File: src/rtl/ibex_mult_pext_sequencer_pkg.sv
// Shared types and encodings for the P-ext/M-ext multiplier sequencer.
package ibex_pkg_pext;

  typedef enum logic [1:0] {
    SEQ_IDLE  = 2'd0,
    SEQ_MULT1 = 2'd1,
    SEQ_ACCUM = 2'd2
  } mult_seq_state_e;

  typedef enum logic [1:0] {
    STAGE_MULT0 = 2'd0,
    STAGE_MULT1 = 2'd1,
    STAGE_ACCUM = 2'd2
  } mult_stage_e;

  localparam logic [1:0] CC_1  = 2'b00;
  localparam logic [1:0] CC_2  = 2'b01;
  localparam logic [1:0] CC_1A = 2'b10;
  localparam logic [1:0] CC_2A = 2'b11;

  // Upper bit of the cycle-count encoding marks ops that finish with an ALU accumulate.
  function automatic logic cc_has_accum(input logic [1:0] cc);
    return cc[1];
  endfunction

endpackage

File: src/rtl/ibex_mult_pext_sequencer_chk.sv
// Protocol checks on the sequencer's EX-side handshake (simulation only).
module ibex_mult_pext_sequencer_chk
  import ibex_pkg_pext::*;
(
  input logic       clk_i,
  input logic       rst_i,
  input logic       mult_en_i,
  input logic       kill_i,
  input logic [1:0] cycle_count_i,
  input logic       accum_i,
  input logic       busy_i
);

  // Decode consistency at op start and request stability while an op is in flight.
  always @(posedge clk_i) begin
    if (!rst_i) begin
      if (mult_en_i && !busy_i && !kill_i) begin
        assert (!accum_i || cc_has_accum(cycle_count_i));
      end
      if (busy_i && !kill_i) begin
        assert (mult_en_i);
      end
    end
  end

endmodule

File: src/rtl/ibex_mult_pext_sequencer.sv
// Multi-cycle sequencer for the EX-stage multiplier: steps MULT0/MULT1/ACCUM,
// buffers the partial product between steps and reports completion/overflow.
module ibex_mult_pext_sequencer
  import ibex_pkg_pext::*;
#(
  parameter int unsigned IMD_W = 34
) (
  input  logic             clk_i,
  input  logic             rst_i,
  input  logic             mult_en_i,
  input  logic             kill_i,
  input  logic [1:0]       cycle_count_i,
  input  logic             accum_i,
  input  logic [IMD_W-1:0] imd_val_d_i,
  input  logic             imd_val_we_i,
  input  logic             ov_i,
  output logic [IMD_W-1:0] imd_val_q_o,
  output logic [1:0]       mult_stage_o,
  output logic             alu_accum_o,
  output logic             valid_o,
  output logic             ov_o,
  output logic             busy_o
);

  mult_seq_state_e  r_state;
  mult_seq_state_e  w_state_d;
  mult_stage_e      w_stage;
  logic [1:0]       r_cc_q;
  logic [IMD_W-1:0] r_imd_val_q;
  logic             r_ov_q;
  logic             w_ov_d;
  logic             w_start;
  logic             w_capture;
  logic             w_valid;
  logic             w_accum;
  logic             w_busy;

  assign w_busy = (r_state != SEQ_IDLE);

  // Next-state, stage and completion decode; kill_i overrides every transition.
  always_comb begin
    w_state_d = r_state;
    w_stage   = STAGE_MULT0;
    w_start   = 1'b0;
    w_capture = 1'b0;
    w_valid   = 1'b0;
    w_accum   = 1'b0;
    case (r_state)
      SEQ_IDLE: begin
        if (mult_en_i) begin
          w_start   = 1'b1;
          w_capture = imd_val_we_i;
          case (cycle_count_i)
            CC_1:    w_valid   = 1'b1;
            CC_2:    w_state_d = SEQ_MULT1;
            CC_1A:   w_state_d = SEQ_ACCUM;
            CC_2A:   w_state_d = SEQ_MULT1;
            default: w_state_d = SEQ_IDLE;
          endcase
        end else begin
          w_state_d = SEQ_IDLE;
        end
      end
      SEQ_MULT1: begin
        w_stage   = STAGE_MULT1;
        w_capture = imd_val_we_i;
        if (r_cc_q == CC_2A) begin
          w_state_d = SEQ_ACCUM;
        end else begin
          w_valid   = 1'b1;
          w_state_d = SEQ_IDLE;
        end
      end
      SEQ_ACCUM: begin
        w_stage   = STAGE_ACCUM;
        w_accum   = 1'b1;
        w_valid   = 1'b1;
        w_state_d = SEQ_IDLE;
      end
      default: begin
        w_state_d = SEQ_IDLE;
      end
    endcase
    if (kill_i) begin
      w_state_d = SEQ_IDLE;
      w_start   = 1'b0;
      w_capture = 1'b0;
      w_valid   = 1'b0;
      w_accum   = 1'b0;
    end else begin
      w_state_d = w_state_d;
    end
  end

  // Sticky overflow restarts with the first cycle's flag so stale ops never leak in.
  always_comb begin
    w_ov_d = r_ov_q;
    if (kill_i) begin
      w_ov_d = 1'b0;
    end else if (w_start) begin
      w_ov_d = ov_i;
    end else if (w_busy) begin
      w_ov_d = r_ov_q | ov_i;
    end else begin
      w_ov_d = r_ov_q;
    end
  end

  // State, latched cycle count and sticky overflow.
  always_ff @(posedge clk_i or posedge rst_i) begin
    if (rst_i) begin
      r_state <= SEQ_IDLE;
      r_cc_q  <= 2'b00;
      r_ov_q  <= 1'b0;
    end else begin
      r_state <= w_state_d;
      r_ov_q  <= w_ov_d;
      if (w_start) begin
        r_cc_q <= cycle_count_i;
      end
    end
  end

  // Partial-product buffer; deliberately kept across op boundaries.
  always_ff @(posedge clk_i or posedge rst_i) begin
    if (rst_i) begin
      r_imd_val_q <= '0;
    end else if (w_capture) begin
      r_imd_val_q <= imd_val_d_i;
    end
  end

  // Single-cycle ops complete combinationally, so outputs are masked during reset.
  assign imd_val_q_o  = r_imd_val_q;
  assign mult_stage_o = w_stage;
  assign busy_o       = w_busy;
  assign valid_o      = w_valid & ~rst_i;
  assign alu_accum_o  = w_accum & ~rst_i;
  assign ov_o         = ((r_ov_q & w_busy) | ov_i) & valid_o;

  ibex_mult_pext_sequencer_chk u_chk (
    .clk_i         (clk_i),
    .rst_i         (rst_i),
    .mult_en_i     (mult_en_i),
    .kill_i        (kill_i),
    .cycle_count_i (cycle_count_i),
    .accum_i       (accum_i),
    .busy_i        (w_busy)
  );

endmodule

File: config.mk
export PLATFORM = sky130hd
export DESIGN_NAME = ibex_mult_pext_sequencer
export DESIGN_NICKNAME = d
export VERILOG_FILES = /design/src/rtl/ibex_mult_pext_sequencer_pkg.sv /design/src/rtl/ibex_mult_pext_sequencer_chk.sv /design/src/rtl/ibex_mult_pext_sequencer.sv
export SDC_FILE = /design/constraint.sdc
export NUM_CORES = 1
export LEC_CHECK = 0
export BUFFER_PORTS_ARGS = -buffer_cell sky130_fd_sc_hd__buf_2
export CAP_MARGIN = 20
export CELL_PAD_IN_SITES_DETAIL_PLACEMENT = 0
export CELL_PAD_IN_SITES_GLOBAL_PLACEMENT = 1
export CORE_MARGIN = 2
export CORE_UTILIZATION = 34
export CTS_CLUSTER_SIZE = 20
export DETAILED_ROUTE_END_ITERATION = 8
export PLACE_DENSITY = 0.83
export SLEW_MARGIN = 5
export SYNTH_ARGS = -nofsm -noshare
export SYNTH_HDL_FRONTEND = slang
export SYNTH_SLANG_ARGS = --single-unit
File: constraint.sdc
create_clock -name clk_i -period 2.25 [get_ports clk_i]
set_input_delay 0.45 -clock clk_i [delete_from_list [all_inputs] [get_ports clk_i]]
set_output_delay 0.45 -clock clk_i [all_outputs]
set_load 0.02 [all_outputs]
Word-level counts from Yosys, hierarchy flattened
Index checks and enable logic that the tools add are counted.
{ "totals": {"output_inout_bits": 40, "regBits": 39, "rom_bits": 0, "latch_bits": 0, "memories": 0, "ram_bits": 0} }
{ "op_classes": {"addsub": 0, "shift": 0, "reduce_logical": 5, "div_mod_pow": 0, "n_eq_ne": 7, "n_lt_le_gt_ge": 0, "n_mux": 22, "bitwise_logic": 7, "n_mul": 0} }
{ "ops": {"columns": ["operator", "n"], "rows": [
  ["two-way mux 1 bit", 14],
  ["one-hot mux 2 bit (2 select lines)", 3],
  ["equality test 2 bit (second input constant)", 4],
  ["two-way mux 2 bit", 3],
  ["!= test 5 x 4 -> 1 bit (second input constant)", 1],
  ["AND 1 bit", 4],
  ["equality test 2 x 1 -> 1 bit (second input constant)", 2],
  ["zero test 2 bit", 2],
  ["one-hot mux 1 bit (3 select lines)", 1],
  ["nonzero test 3 bit", 1],
  ["bitwise OR 1 bit", 2],
  ["one-hot mux 1 bit (2 select lines)", 1],
  ["nonzero test 2 bit", 1],
  ["OR reduction 2 bit", 1],
  ["inverter 1 bit", 1]
]} }

Depth between registers and ports, before layout
Gate-level depths: netlist (run 1).
{ "logic_depth": {"depth_word": 7, "depth_mapped": 4} }

Worst setup path before layout (run 1)
OpenSTA, ideal clock, no wires.
{ "synth_path": {"kind": "register -> output", "start": "register r_state[0]", "end": "output port alu_accum_o", "path_buffers": 0, "arrival_ps": 1289, "stages_incl_launch_ff": 3, "slack_ps": 511, "cell_sequence": "dfrtp_1 and2b_1 nor3b_1"} }
{ "synth_between": {"elab_chain_cells": 4} }
{ "synth_rtl": {"columns": ["item", "line_no", "rtl"], "rows": [
  ["from (decl)", "ibex_mult_pext_sequencer.sv:25", "mult_seq_state_e r_state;"],
  ["from (signal assigned)", "ibex_mult_pext_sequencer.sv:116", "r_state <= w_state_d;"],
  ["equality test 2 bit", "ibex_mult_pext_sequencer.sv:48", "case (r_state)"],
  ["two-way mux 1 bit", "ibex_mult_pext_sequencer.sv:48", null],
  ["two-way mux 1 bit", "ibex_mult_pext_sequencer.sv:84", "if (kill_i) begin"],
  ["AND 1 bit", "ibex_mult_pext_sequencer.sv:138", "assign alu_accum_o = w_accum & ~rst_i;"],
  ["to (decl)", "ibex_mult_pext_sequencer.sv:19", "output logic alu_accum_o,"]
]} }
Every way passes these cells.

Worst setup path after layout (run 1)
{ "layout_path": {"start": "register r_state[1]", "end": "output port ov_o"} }
{ "layout_between": {"elab_chain_cells": 5} }
{ "layout_rtl": {"columns": ["item", "line_no", "rtl"], "rows": [
  ["equality test 2 bit (tied with other cells)", "ibex_mult_pext_sequencer.sv:48", null],
  ["one-hot mux 1 bit (3 select lines)", "ibex_mult_pext_sequencer.sv:48", null],
  ["two-way mux 1 bit", "ibex_mult_pext_sequencer.sv:84", null],
  ["AND 1 bit", "ibex_mult_pext_sequencer.sv:137", "assign valid_o = w_valid & ~rst_i;"],
  ["AND 1 bit (*)", "ibex_mult_pext_sequencer.sv:139", "assign ov_o = ((r_ov_q & w_busy) | ov_i) & valid_o;"],
  ["to (decl)", "ibex_mult_pext_sequencer.sv:21", "output logic ov_o,"]
]} }
Mark *: on every way between the ends. The rest lies on a longest branch, timed or not.

==> flow_metrics.py, run 1 <==
metrics = {
    "synthesis": {
        "synth-seq-cells": 39,
        "synth_edf_count": 0,
        "syn_area_per_cell_um2": 15.4,
        "async_flop_share": 1.00,
        "syn_inst": 103,
        "synthFlopType": "dfrtp_1",
        "synth_fp_nets": 146,
        "syn-cell-area_um2": 1590,
        "ys_seq_area_frac": 0.615,
        "ys_warn_count": 0,
        "ys_types": 23,
    },
    "worst_setup_path": {
        "slowest_stage": "dfrtp_1",
        "critical_path_peak_fanout": 7,
        "required_ns": 1.80,
        "crit_start": "r_state[1]",
        "crit_arrival_ns": 1.54,
        "end_kind": "output port",
        "crit_buf_inv": 1,
        "r2r_start": "r_state[1]",
        "cp_top_family": "compound AO/OA/AOI/OAI gates",
        "r2r_slack_ns": 0.64,
        "cpPeakStageDelay_ns": 0.47,
        "worstSetupPathType": "flip-flop to output port",
        "crit_path_start_kind": "flip-flop",
        "crit_chain": "a21o_1, a211o_1, a21oi_1, buf_2",
    },
    "routing": {
        "firstDrtPassIters": 4,
        "ant_nets": 0,
        "routed_wl_um": 3240,
        "num_vias": 1135,
        "drtIter0Drc": 9,
        "drc_errors": 0,
        "via_per_inst": 4.67,
        "wl_per_cell_um": 13.3,
    },
    "sta": {
        "slew_viol_final": 0,
        "tightest_slew_ns": 0.394,
        "rsz0062_at_grt": "false",
        "period_share": 0.884,
        "fin_crit_ns": 1.99,
        "clock_skew_ns": 0.00455,
        "fmax_ghz": 0.503,
        "finalHoldViolCount": 0,
        "tns_ns": 0,
        "finalWorstSetupSlack_ns": 0.262,
        "relSlewSlack": 0.731,
        "finalSetupViolCount": 0,
    },
    "clock_tree": {
        "cts_buffer_depth": 2,
        "clock-sinks": 39,
        "clk_pin_slew_ns": 0.07,
        "cts_root_buf": "clkbuf_8",
        "numCtsBuffers": 5,
        "htreeDepth": 2,
        "clk_latency_ns": 0.29,
        "cts_resized": 0,
        "post_cts_buffers": 0,
        "ctsHoldBuffers": 0,
        "cts_tree": "done",
    },
    "grt": {
        "grt_pass1_vias": 1125,
        "grt_max_degree": 35,
        "antenna_found_initial": 0,
        "grt_pass1_wl_um": 5150,
        "grt_use_total": 0.131,
        "grt_remaining_overflow": 0,
    },
    "floorplanning": {
        "io_pins": 83,
        "rows": 24,
        "die_h_um": 72.3,
        "core_um2": 4410,
        "die_w_um": 72.3,
        "die_area_um2": 5230,
        "start_util": 0.360,
    },
    "final_layout": {
        "fin_nets": 233,
        "final_common_cell": "buf_2",
        "drive_above_1_share": 0.675,
        "diodes": 0,
        "num-fill-cells": 405,
        "layout_common_cells": "buf_2, dfrtp_1, mux2_2",
        "final_cells": 243,
        "area_growth_pct": 36.5,
    },
    "power_and_ir_drop": {
        "power_mw": 2.04,
        "power_leakage_nw": 1.08,
        "power.density_nw_per_um2": 943,
        "irDropWorstVdd_uv": 443,
    },
    "placement": {
        "dpl.cell_count": 235,
        "globalplace.congestion": 0.713,
        "io_buffer_count": 81,
        "pre_cts_ws_ns": 0.565,
    },
    "hold_path": {
        "hp-class": "input pin to asynchronous set/reset pin",
    },
    "status": {
        "run_status": "complete, no violations",
    },
    "job": {
        "maxCapViolations": 0,
    },
}
kinds of logic (layout without fill, tap and decap cells):
| kind of cell | count (synthesis) | in the layout | synth area share |
|---|---|---|---|
| flops | 39 | 39 | 0.615 |
| mux | 36 | 36 | 0.255 |
| compound gates | 8 | 8 | 0.0323 |
| simple gates | 15 | 15 | 0.0709 |
| buf+inv | 5 | 93 | 0.0268 |
final timing paths:
kind / cells past startpoint / end
worst max-delay path: 4 / ov_o
worst min-delay path: 3 / r_state[1]
worst max register to register: 3 / r_cc_q[1]
worst min register to register: 1 / imd_val_q_o[9]
max in group asynchronous: 3 / imd_val_q_o[30]
min in group clk_i: 2 / imd_val_q_o[9]
cell usage after synthesis (2+ instances only):
cell type,number,share of area
a21oi_1,3,0.0095
mux2_2,34,0.24
mux2_1,2,0.014
dfrtp_1,39,0.61
buf_6,3,0.021
nor2_1,3,0.0071
nor3b_1,3,0.014
per-layer routing:
layer	track usage	routed length, um	up-vias
met5	0	0	-
met4	0.0566	57	0
met3	0.0431	224	5
met2	0.227	1650	44
met1	0.146	1310	546
li1	-	-	540
where the power goes:
part	switching (mW)	leakage, nW	total, mW	internal, mW
sequential	0.0667	0.466	0.910	0.843
combinational	0.313	0.551	0.558	0.245
clock	0.245	0.0581	0.575	0.330
stage by stage:
stage	util	hold WS [ns]	cell area, um2
after floorplan	-	0.504	1590
after global placement	0.465	0.463	2050
after detailed placement	0.465	0.476	2050
after CTS	0.491	0.193	2170
after global routing	0.491	0.218	2170
final	0.491	0.194	2170
tightest hold or removal path, cell delays in order:
cell   delay, ns
buf_2       0.11
inv_1       0.06
buf_4       0.23
sequential cells by signal, indices dropped and copies added, names as in the netlist:
name	cells
r_cc_q	2
imd_val_q_o	34
r_state	2
r_ov_q	1
cell type report:
class / instances / area, um2 / share of cell area
Sequential cell: 39 / 976 / 0.450
Timing Repair Buffer: 84 / 440 / 0.203
Inverter: 1 / 3.75 / 0.00173
Clock inverter: 3 / 43.8 / 0.0202
Tap cell: 52 / 65.1 / 0.0300
Clock buffer: 5 / 68.8 / 0.0318
Multi-Input combinational cell: 59 / 569 / 0.263
No activity file was read; power rests on OpenSTA's default activity.
==> run 2: changes to the inputs <==
--- a/config.mk
+++ b/config.mk
@@ -9,6 +9,7 @@
 export CAP_MARGIN = 20
 export CELL_PAD_IN_SITES_DETAIL_PLACEMENT = 0
 export CELL_PAD_IN_SITES_GLOBAL_PLACEMENT = 1
+export CORE_ASPECT_RATIO = 1.2
 export CORE_MARGIN = 2
 export CORE_UTILIZATION = 34
 export CTS_CLUSTER_SIZE = 20
==> flow_metrics.py, run 2 (synthesis results as in run 1) <==
metrics = {
    "routing": {
        "firstDrtPassIters": 4,
        "wl_per_cell_um": 12.8,
        "drtIter0Drc": 17,
        "drc_errors": 0,
        "ant_nets": 0,
        "via_per_inst": 4.57,
        "num_vias": 1143,
        "routed_wl_um": 3200,
    },
    "sta": {
        "rsz0062_at_grt": "false",
        "clock_skew_ns": 0.00490,
        "fmax_ghz": 0.507,
        "finalSetupViolCount": 0,
        "relSlewSlack": 0.775,
        "tightest_slew_ns": 0.328,
        "tns_ns": 0,
        "finalHoldViolCount": 0,
        "slew_viol_final": 0,
        "finalWorstSetupSlack_ns": 0.277,
        "period_share": 0.877,
        "hold_ws_ns": 0.207,
        "fin_crit_ns": 1.97,
    },
    "hold_path": {
        "hp-class": "input pin to asynchronous set/reset pin",
    },
    "floorplanning": {
        "io_pins": 83,
        "core_um2": 4530,
        "rows": 27,
        "die_area_um2": 5230,
        "die_h_um": 78.9,
        "die_w_um": 66.4,
        "start_util": 0.351,
    },
    "final_layout": {
        "diodes": 0,
        "drive_above_1_share": 0.672,
        "layout_common_cells": "buf_2, dfrtp_1, mux2_2",
        "num-fill-cells": 428,
        "final_common_cell": "buf_2",
        "final_cells": 250,
        "largest_reg_flops": 34,
        "finish.instance_area_um2": 2140,
        "area_growth_pct": 34.9,
        "fin_nets": 234,
    },
    "clock_tree": {
        "ctsHoldBuffers": 0,
        "cts_tree": "done",
        "cts_resized": 0,
        "numCtsBuffers": 5,
        "htreeDepth": 2,
        "clock-sinks": 39,
        "clk_latency_ns": 0.28,
        "cts_buffer_depth": 2,
        "cts_root_buf": "clkbuf_8",
        "post_cts_buffers": 0,
        "clk_pin_slew_ns": 0.07,
    },
    "placement": {
        "io_buffer_count": 81,
        "hpwl_um": 2460,
        "dpl.cell_count": 242,
        "pre_cts_ws_ns": 0.494,
        "globalplace.congestion": 0.757,
        "place_area_um2": 2060,
    },
    "worst_setup_path": {
        "cpPeakStageDelay_ns": 0.47,
        "critical_path_peak_fanout": 7,
        "crit_chain": "a21o_1, a211o_1, nor2_1, buf_2",
        "crit_path_start_kind": "flip-flop",
        "end_kind": "output port",
        "required_ns": 1.80,
        "worstSetupPathType": "flip-flop to output port",
        "slowest_stage": "dfrtp_1",
        "crit_arrival_ns": 1.52,
    },
    "power_and_ir_drop": {
        "power.density_nw_per_um2": 897,
        "power_leakage_nw": 1.06,
        "irDropWorstVdd_uv": 364,
    },
    "job": {
        "maxCapViolations": 0,
    },
    "grt": {
        "grt_pass1_wl_um": 4910,
        "grt_max_degree": 25,
        "antenna_found_initial": 0,
        "grt_use_total": 0.124,
        "grt_remaining_overflow": 0,
        "grt_pass1_vias": 1112,
    },
    "status": {
        "run_status": "complete, no violations",
    },
}
-- run 2: changes by cell type in the layout (fill, tap and decap cells not counted), sizes merged --
cell	before	now
clkinvlp	0	1
clkbuf	5	6
bufinv	1	0
buf	84	85
clkinv	2	1
-- run 2: power by group --
group	switching [mW]	leakage, nW	total (mW)	internal, mW
clock	0.238	0.0412	0.455	0.217
combinational	0.312	0.553	0.555	0.243
sequential	0.0676	0.466	0.911	0.844
total	0.618	1.06	1.92	1.30
-- run 2: stage by stage --
step	power, mW	utilization
floorplan	1.28	-
global placement	1.48	0.454
detailed placement	1.49	0.454
CTS	1.95	0.473
global route	2.03	0.473
finish	1.92	0.473
-- run 2: cell type report --
type / count / area [um2] / area share
inverter: 1 / 3.75 / 0.00175
clock buffer: 6 / 72.6 / 0.0339
clock inverter: 2 / 12.5 / 0.00584
sequential: 39 / 976 / 0.456
timing repair buffer: 85 / 435 / 0.203
tap: 58 / 72.6 / 0.0339
multi-input combinational: 59 / 569 / 0.266
-- run 2: worst max-delay path, delay by kind of cell (launching register included) --
family / cells / cell delay, ns
AO/OA/AOI/OAI: 2 / 0.49
flip-flops: 1 / 0.47
buffers and inverters: 1 / 0.17
AND/OR/NAND/NOR: 1 / 0.11
-- run 2: final timing paths --
check	from	to	slack [ns]	cells past startpoint
max	r_state[1]	valid_o	0.28	4
min in group clk_i	imd_val_d_i[31]	imd_val_q_o[31]	0.39	2
max reg2reg	r_state[0]	imd_val_q_o[7]	0.62	4
min reg2reg	imd_val_q_o[18]	imd_val_q_o[18]	0.49	1
min	rst_i	r_cc_q[0]	0.21	3
max in group asynchronous	rst_i	imd_val_q_o[14]	1.77	3
-- run 2: routing by layer --
layer  GRT usage  share of wire  vias to the layer above
li1            -              -                      542
met1       0.134           0.39                      548
met2       0.218           0.52                       47
met3      0.0439          0.067                        6
met4      0.0490          0.023                        0
met5           0              0                        -
